===== src/rtl/uart_rx_packer.sv =====
// uart_rx_packer: 8N1 UART receiver with mid-bit sampling that packs eight
// consecutive bytes (first byte in bits [7:0]) into a 64-bit word and hands it
// to the consumer over a valid/ready handshake.
module uart_rx_packer #(
  parameter int unsigned CLKS_PER_BIT = 5208
) (
  input  logic        clk,
  input  logic        rst,
  input  logic        rx,
  output logic [7:0]  byte_data,
  output logic        byte_valid,
  output logic        frame_err,
  output logic [2:0]  byte_count,
  output logic [63:0] word_data,
  output logic        word_valid,
  input  logic        word_ready,
  output logic        overrun
);

  localparam int unsigned HALF = CLKS_PER_BIT / 2;
  // Timer counts from 0, so a sample lands when it reaches N-1.
  localparam logic [15:0] HalfLast = 16'(HALF - 1);
  localparam logic [15:0] BitLast  = 16'(CLKS_PER_BIT - 1);

  typedef enum logic [2:0] {
    StIdle,
    StStart,
    StData,
    StStop,
    StBreak
  } state_e;

  // Synchroniser and bit-level state.
  logic        rx_meta_q, rx_sync_q;
  state_e      state_q, state_d;
  logic [15:0] timer_q, timer_d;
  logic [2:0]  bit_cnt_q, bit_cnt_d;
  logic [7:0]  shift_q, shift_d;
  logic        byte_done, byte_bad;

  // Byte/word assembly state.
  logic [7:0]  byte_data_q, byte_data_d;
  logic        byte_valid_q, byte_valid_d;
  logic        frame_err_q, frame_err_d;
  logic [2:0]  byte_count_q, byte_count_d;
  logic [63:0] asm_q, asm_d;
  logic [63:0] word_data_q, word_data_d;
  logic        word_valid_q, word_valid_d;
  logic        overrun_q, overrun_d;
  logic [63:0] new_word;
  logic [5:0]  lane_lsb;

  // Two-flop synchroniser for the asynchronous rx pin; idles high.
  always_ff @(posedge clk or posedge rst) begin
    if (rst) begin
      rx_meta_q <= 1'b1;
      rx_sync_q <= 1'b1;
    end else begin
      rx_meta_q <= rx;
      rx_sync_q <= rx_meta_q;
    end
  end

  // Bit-level FSM state, bit timer, bit counter and data shifter.
  always_ff @(posedge clk or posedge rst) begin
    if (rst) begin
      state_q   <= StIdle;
      timer_q   <= '0;
      bit_cnt_q <= '0;
      shift_q   <= '0;
    end else begin
      state_q   <= state_d;
      timer_q   <= timer_d;
      bit_cnt_q <= bit_cnt_d;
      shift_q   <= shift_d;
    end
  end

  // Next-state: sample mid-bit, reload the timer at every sample point.
  always_comb begin
    state_d   = state_q;
    timer_d   = timer_q + 16'd1;
    bit_cnt_d = bit_cnt_q;
    shift_d   = shift_q;
    byte_done = 1'b0;
    byte_bad  = 1'b0;
    unique case (state_q)
      StIdle: begin
        timer_d   = '0;
        bit_cnt_d = '0;
        if (!rx_sync_q) state_d = StStart;
      end
      StStart: begin
        if (timer_q == HalfLast) begin
          timer_d = '0;
          // A high line at mid-start is a glitch, not a frame.
          state_d = rx_sync_q ? StIdle : StData;
        end
      end
      StData: begin
        if (timer_q == BitLast) begin
          timer_d   = '0;
          shift_d   = {rx_sync_q, shift_q[7:1]};
          bit_cnt_d = bit_cnt_q + 3'd1;
          if (bit_cnt_q == 3'd7) state_d = StStop;
        end
      end
      StStop: begin
        if (timer_q == BitLast) begin
          timer_d = '0;
          if (rx_sync_q) begin
            byte_done = 1'b1;
            state_d   = StIdle;
          end else begin
            byte_bad = 1'b1;
            state_d  = StBreak;
          end
        end
      end
      StBreak: begin
        timer_d = '0;
        // Hold off until the line returns high so a break yields no bytes.
        if (rx_sync_q) state_d = StIdle;
      end
      default: state_d = StIdle;
    endcase
  end

  // Word image with the freshly received byte dropped into its lane.
  always_comb begin
    lane_lsb = {byte_count_q, 3'b000};
    new_word = asm_q;
    new_word[lane_lsb +: 8] = shift_q;
  end

  // Byte reporting, word assembly and the output handshake.
  always_comb begin
    byte_data_d  = byte_data_q;
    byte_valid_d = 1'b0;
    frame_err_d  = 1'b0;
    byte_count_d = byte_count_q;
    asm_d        = asm_q;
    word_data_d  = word_data_q;
    word_valid_d = word_valid_q;
    overrun_d    = overrun_q;

    if (word_valid_q && word_ready) word_valid_d = 1'b0;

    if (byte_done) begin
      byte_data_d  = shift_q;
      byte_valid_d = 1'b1;
      byte_count_d = byte_count_q + 3'd1;
      asm_d        = new_word;
      if (byte_count_q == 3'd7) begin
        // Load only if the output slot is free or being emptied this cycle.
        if (!word_valid_q || word_ready) begin
          word_data_d  = new_word;
          word_valid_d = 1'b1;
        end else begin
          overrun_d = 1'b1;
        end
      end
    end

    if (byte_bad) begin
      // Drop the partial word so the next byte starts a fresh word.
      frame_err_d  = 1'b1;
      byte_count_d = '0;
      asm_d        = '0;
    end
  end

  // Output and assembly registers.
  always_ff @(posedge clk or posedge rst) begin
    if (rst) begin
      byte_data_q  <= '0;
      byte_valid_q <= 1'b0;
      frame_err_q  <= 1'b0;
      byte_count_q <= '0;
      asm_q        <= '0;
      word_data_q  <= '0;
      word_valid_q <= 1'b0;
      overrun_q    <= 1'b0;
    end else begin
      byte_data_q  <= byte_data_d;
      byte_valid_q <= byte_valid_d;
      frame_err_q  <= frame_err_d;
      byte_count_q <= byte_count_d;
      asm_q        <= asm_d;
      word_data_q  <= word_data_d;
      word_valid_q <= word_valid_d;
      overrun_q    <= overrun_d;
    end
  end

  assign byte_data  = byte_data_q;
  assign byte_valid = byte_valid_q;
  assign frame_err  = frame_err_q;
  assign byte_count = byte_count_q;
  assign word_data  = word_data_q;
  assign word_valid = word_valid_q;
  assign overrun    = overrun_q;

endmodule


===== config.mk =====
export PLATFORM = sky130hd
export DESIGN_NAME = uart_rx_packer
export DESIGN_NICKNAME = d
export VERILOG_FILES = /design/src/rtl/uart_rx_packer.sv
export SDC_FILE = /design/constraint.sdc
export NUM_CORES = 1
export LEC_CHECK = 0
export CELL_PAD_IN_SITES_DETAIL_PLACEMENT = 0
export CELL_PAD_IN_SITES_GLOBAL_PLACEMENT = 2
export CORE_UTILIZATION = 38
export CTS_CLUSTER_DIAMETER = 100
export DETAILED_ROUTE_END_ITERATION = 10
export GPL_TIMING_DRIVEN = 0
export PLACE_DENSITY_LB_ADDON = 0.15
export SYNTH_ARGS = -nofsm -noshare
export SYNTH_HDL_FRONTEND = slang
export SYNTH_SLANG_ARGS = --single-unit

===== constraint.sdc =====
create_clock -name clk -period 6.6 [get_ports clk]
set_input_delay 1.32 -clock clk [delete_from_list [all_inputs] [get_ports clk]]
set_output_delay 1.32 -clock clk [all_outputs]
set_load 0.1 [all_outputs]

==> reports/metrics.cfg <==
[outcome]
status=completed

[setup_path]
crit_required_ps=5280
cp.arrival_ps=2230
reg2reg_to=word_data[42]
cp_cell_sequence=clkdlybuf4s50_1
reg2reg_depth=8
critPathTopFamily=buffers and inverters
worstSetupPathType=reg2out
setup.worst_path.start=byte_count[0]
cp_slowest_stage_delay_ps=1210
reg2reg_slack_ps=3690
cp-start-kind=register
cp-end-kind=primary output
reg2reg_from=byte_count[0]
path_buf_inv=1
path_max_fanout=10
crit_path_top_delay_cell=clkdlybuf4s50_1

[finish]
final_util_pct=46.8
finalNonFillerCells=1197
nNetsFinal=916
antenna_cells=0
drive_above_1_share_pct=10.7
syn_to_final_growth_pct=20.6

[synthesis]
synth_ff_type=dfrtp_1
synth.area.top_cells=dfrtp_1 51%, o21ai_0 6.4%, o31ai_1 5.7%
synth_most_common_cell=dfrtp_1
synth_area_um2=8500
yosys-top-cells-count=173 x dfrtp_1, 109 x o21ai_0, 68 x o21ai_1
syn_inst=802
synth_nets=814
synth_top_area_share_pct=50.9
ys_async_sr_fraction_pct=100
synth_cell_types=62
synth_area_leader_cell=dfrtp_1
ys_seq_area_share_pct=51.6
avgSynthCellArea_um2=10.6
ys_ff_latch=175
synth_warnings=0
synth_enable_flop_cells=0

[timing]
fin_hold_ws_ps=358
max_freq_ghz=0.282
relSlewSlack_pct=33.7
final.period_utilization_pct=53.7
hold_viol=0
maxSlewViolCount=0
worst_pin_slew_ps=992
finClkSkew_ps=16.3
setup_viol=0
finalSetupTns_ps=0
rsz0062_at_grt=no
period_minus_slack_ps=3550

[clock_tree]
cts_hold_buf=0
cts_tree=yes
clk_path_buf_depth=2
numCtsBuffers=17
cts-resized-gates=0
cts_setup_buffers=0
cts-root-buf=clkbuf_16
clkTransAtPathRegs_ps=70
clkLatencyLatePin_ps=440
cts_num_sinks=175
h-tree-depth=4

[worst_hold_path]
min-delay-start=rx_meta_q
min_to=rx_sync_q
hold_class=reg2reg
hold_depth=0

[die]
die_x_um=152
core_um2=21900
io_pins=83
die_area_um2=23000
start_util_pct=38.8
rows=54
dieHeight_um=152

[drt]
vias_per_cell=5.75
firstDrtPassIters=7
vias=6877
postRouteAntennaNets=0
first_iter_violations=400
drc=0
route.final.wire_length_mm=25.4
avgRoutedWirePerCell_um=21.2

[global_routing]
grt_usage_pct=23.2
grt_pass1_wl_mm=39.9
grt_max_degree=123
grt_pass1_vias=6923
antenna_found_initial=0
overflow=0

[job]
drv_cap=0

[place]
port_buffers=82
placedCellCount=1165
routabilityCongestion=0.820
dpl.hpwl_mm=17.4

[power]
power.total_mw=2.07
powerDensity_nw_per_um2=202
p_int_mw=1.58
p_leak_nw=4.35
swShare_pct=23.7
p_sw_mw=0.490
ir_worst_vdd_uv=144
combPwrFrac_pct=1.8
seqPwrFrac_pct=51.9
clock_power_share_pct=46.3

## power by group through the flow
stage                     logic, mW  clock network, mW  registers (mW)
after floorplan              0.0225                  0            1.09
after global placement       0.0343                  0            1.09
after detailed placement     0.0384                  0            1.09
after CTS                    0.0386              0.976            1.07
after global routing         0.0421               1.03            1.07
final                        0.0366              0.958            1.07
## metal layers
layer	up-vias	track usage (%)	part of all wire, %
met5	-	0	0
met2	205	37.1	48
met3	37	4.34	4.6
met4	0	8.71	2.3
li1	3158	-	-
met1	3477	31.3	45
## kinds of logic after synthesis
kind of cell / Yosys count / synth area share, %
multiplexers: 62 / 7.54
XOR/XNOR: 13 / 1.34
AO/OA/AOI/OAI: 318 / 23.6
buffers and inverters: 85 / 4.87
adder cells (fa/ha/maj): 8 / 1.18
AND/OR/NAND/NOR: 141 / 9.94
flip-flops: 175 / 51.6
## how the worst max path moves through the flow
stage	endpoint	slack, ps	cells past startpoint
floorplan	asm_q[0]	540	1
global placement	timer_q[11]	-1720	2
detailed placement	word_data[1]	2980	6
CTS	byte_count[0]	3070	1
global route	byte_count[0]	3020	1
finish	byte_count[0]	3050	1
## placed cells by master, fill, tap and decap left out, types with 17 or more instances in the layout
cell type / instances
o21ai_1: 68
clkdlybuf4s50_1: 82
nor2_1: 24
clkbuf_1: 44
dfrtp_1: 173
o21ai_0: 109
buf_2: 18
mux2i_1: 46
clkbuf_16: 17
o31ai_1: 64
a22o_1: 43
nand2_1: 48
a21boi_0: 19
## state kept, by name, indices dropped and copies added (netlist names)
signal      flops
asm_q          64
bit_cnt_q       3
byte_count      3
byte_data       8
byte_valid      1
frame_err       1
overrun         1
rx_meta_q       1
rx_sync_q       1
shift_q         8
state_q         3
timer_q        16
word_data      64
word_valid      1
## layout make-up
class | count | area (um2)
plain buffers | 76 | 380
clock buffers | 19 | 443
multi-input cells | 542 | 3700
inverters | 9 | 41.3
well taps | 280 | 350
clock inverters | 13 | 105
flip-flops and latches | 175 | 4380
repair buffers | 83 | 848
fillers | 2074 | 11600
## through the flow
stage                     setup WS, ps  cell area [um2]
after floorplan                    538             8500
after global placement           -1720             9670
after detailed placement          2980             9710
after CTS                         3070            10300
after global routing              3020            10300
final                             3050            10300
Note: power is estimated with default switching activity, not from simulation.
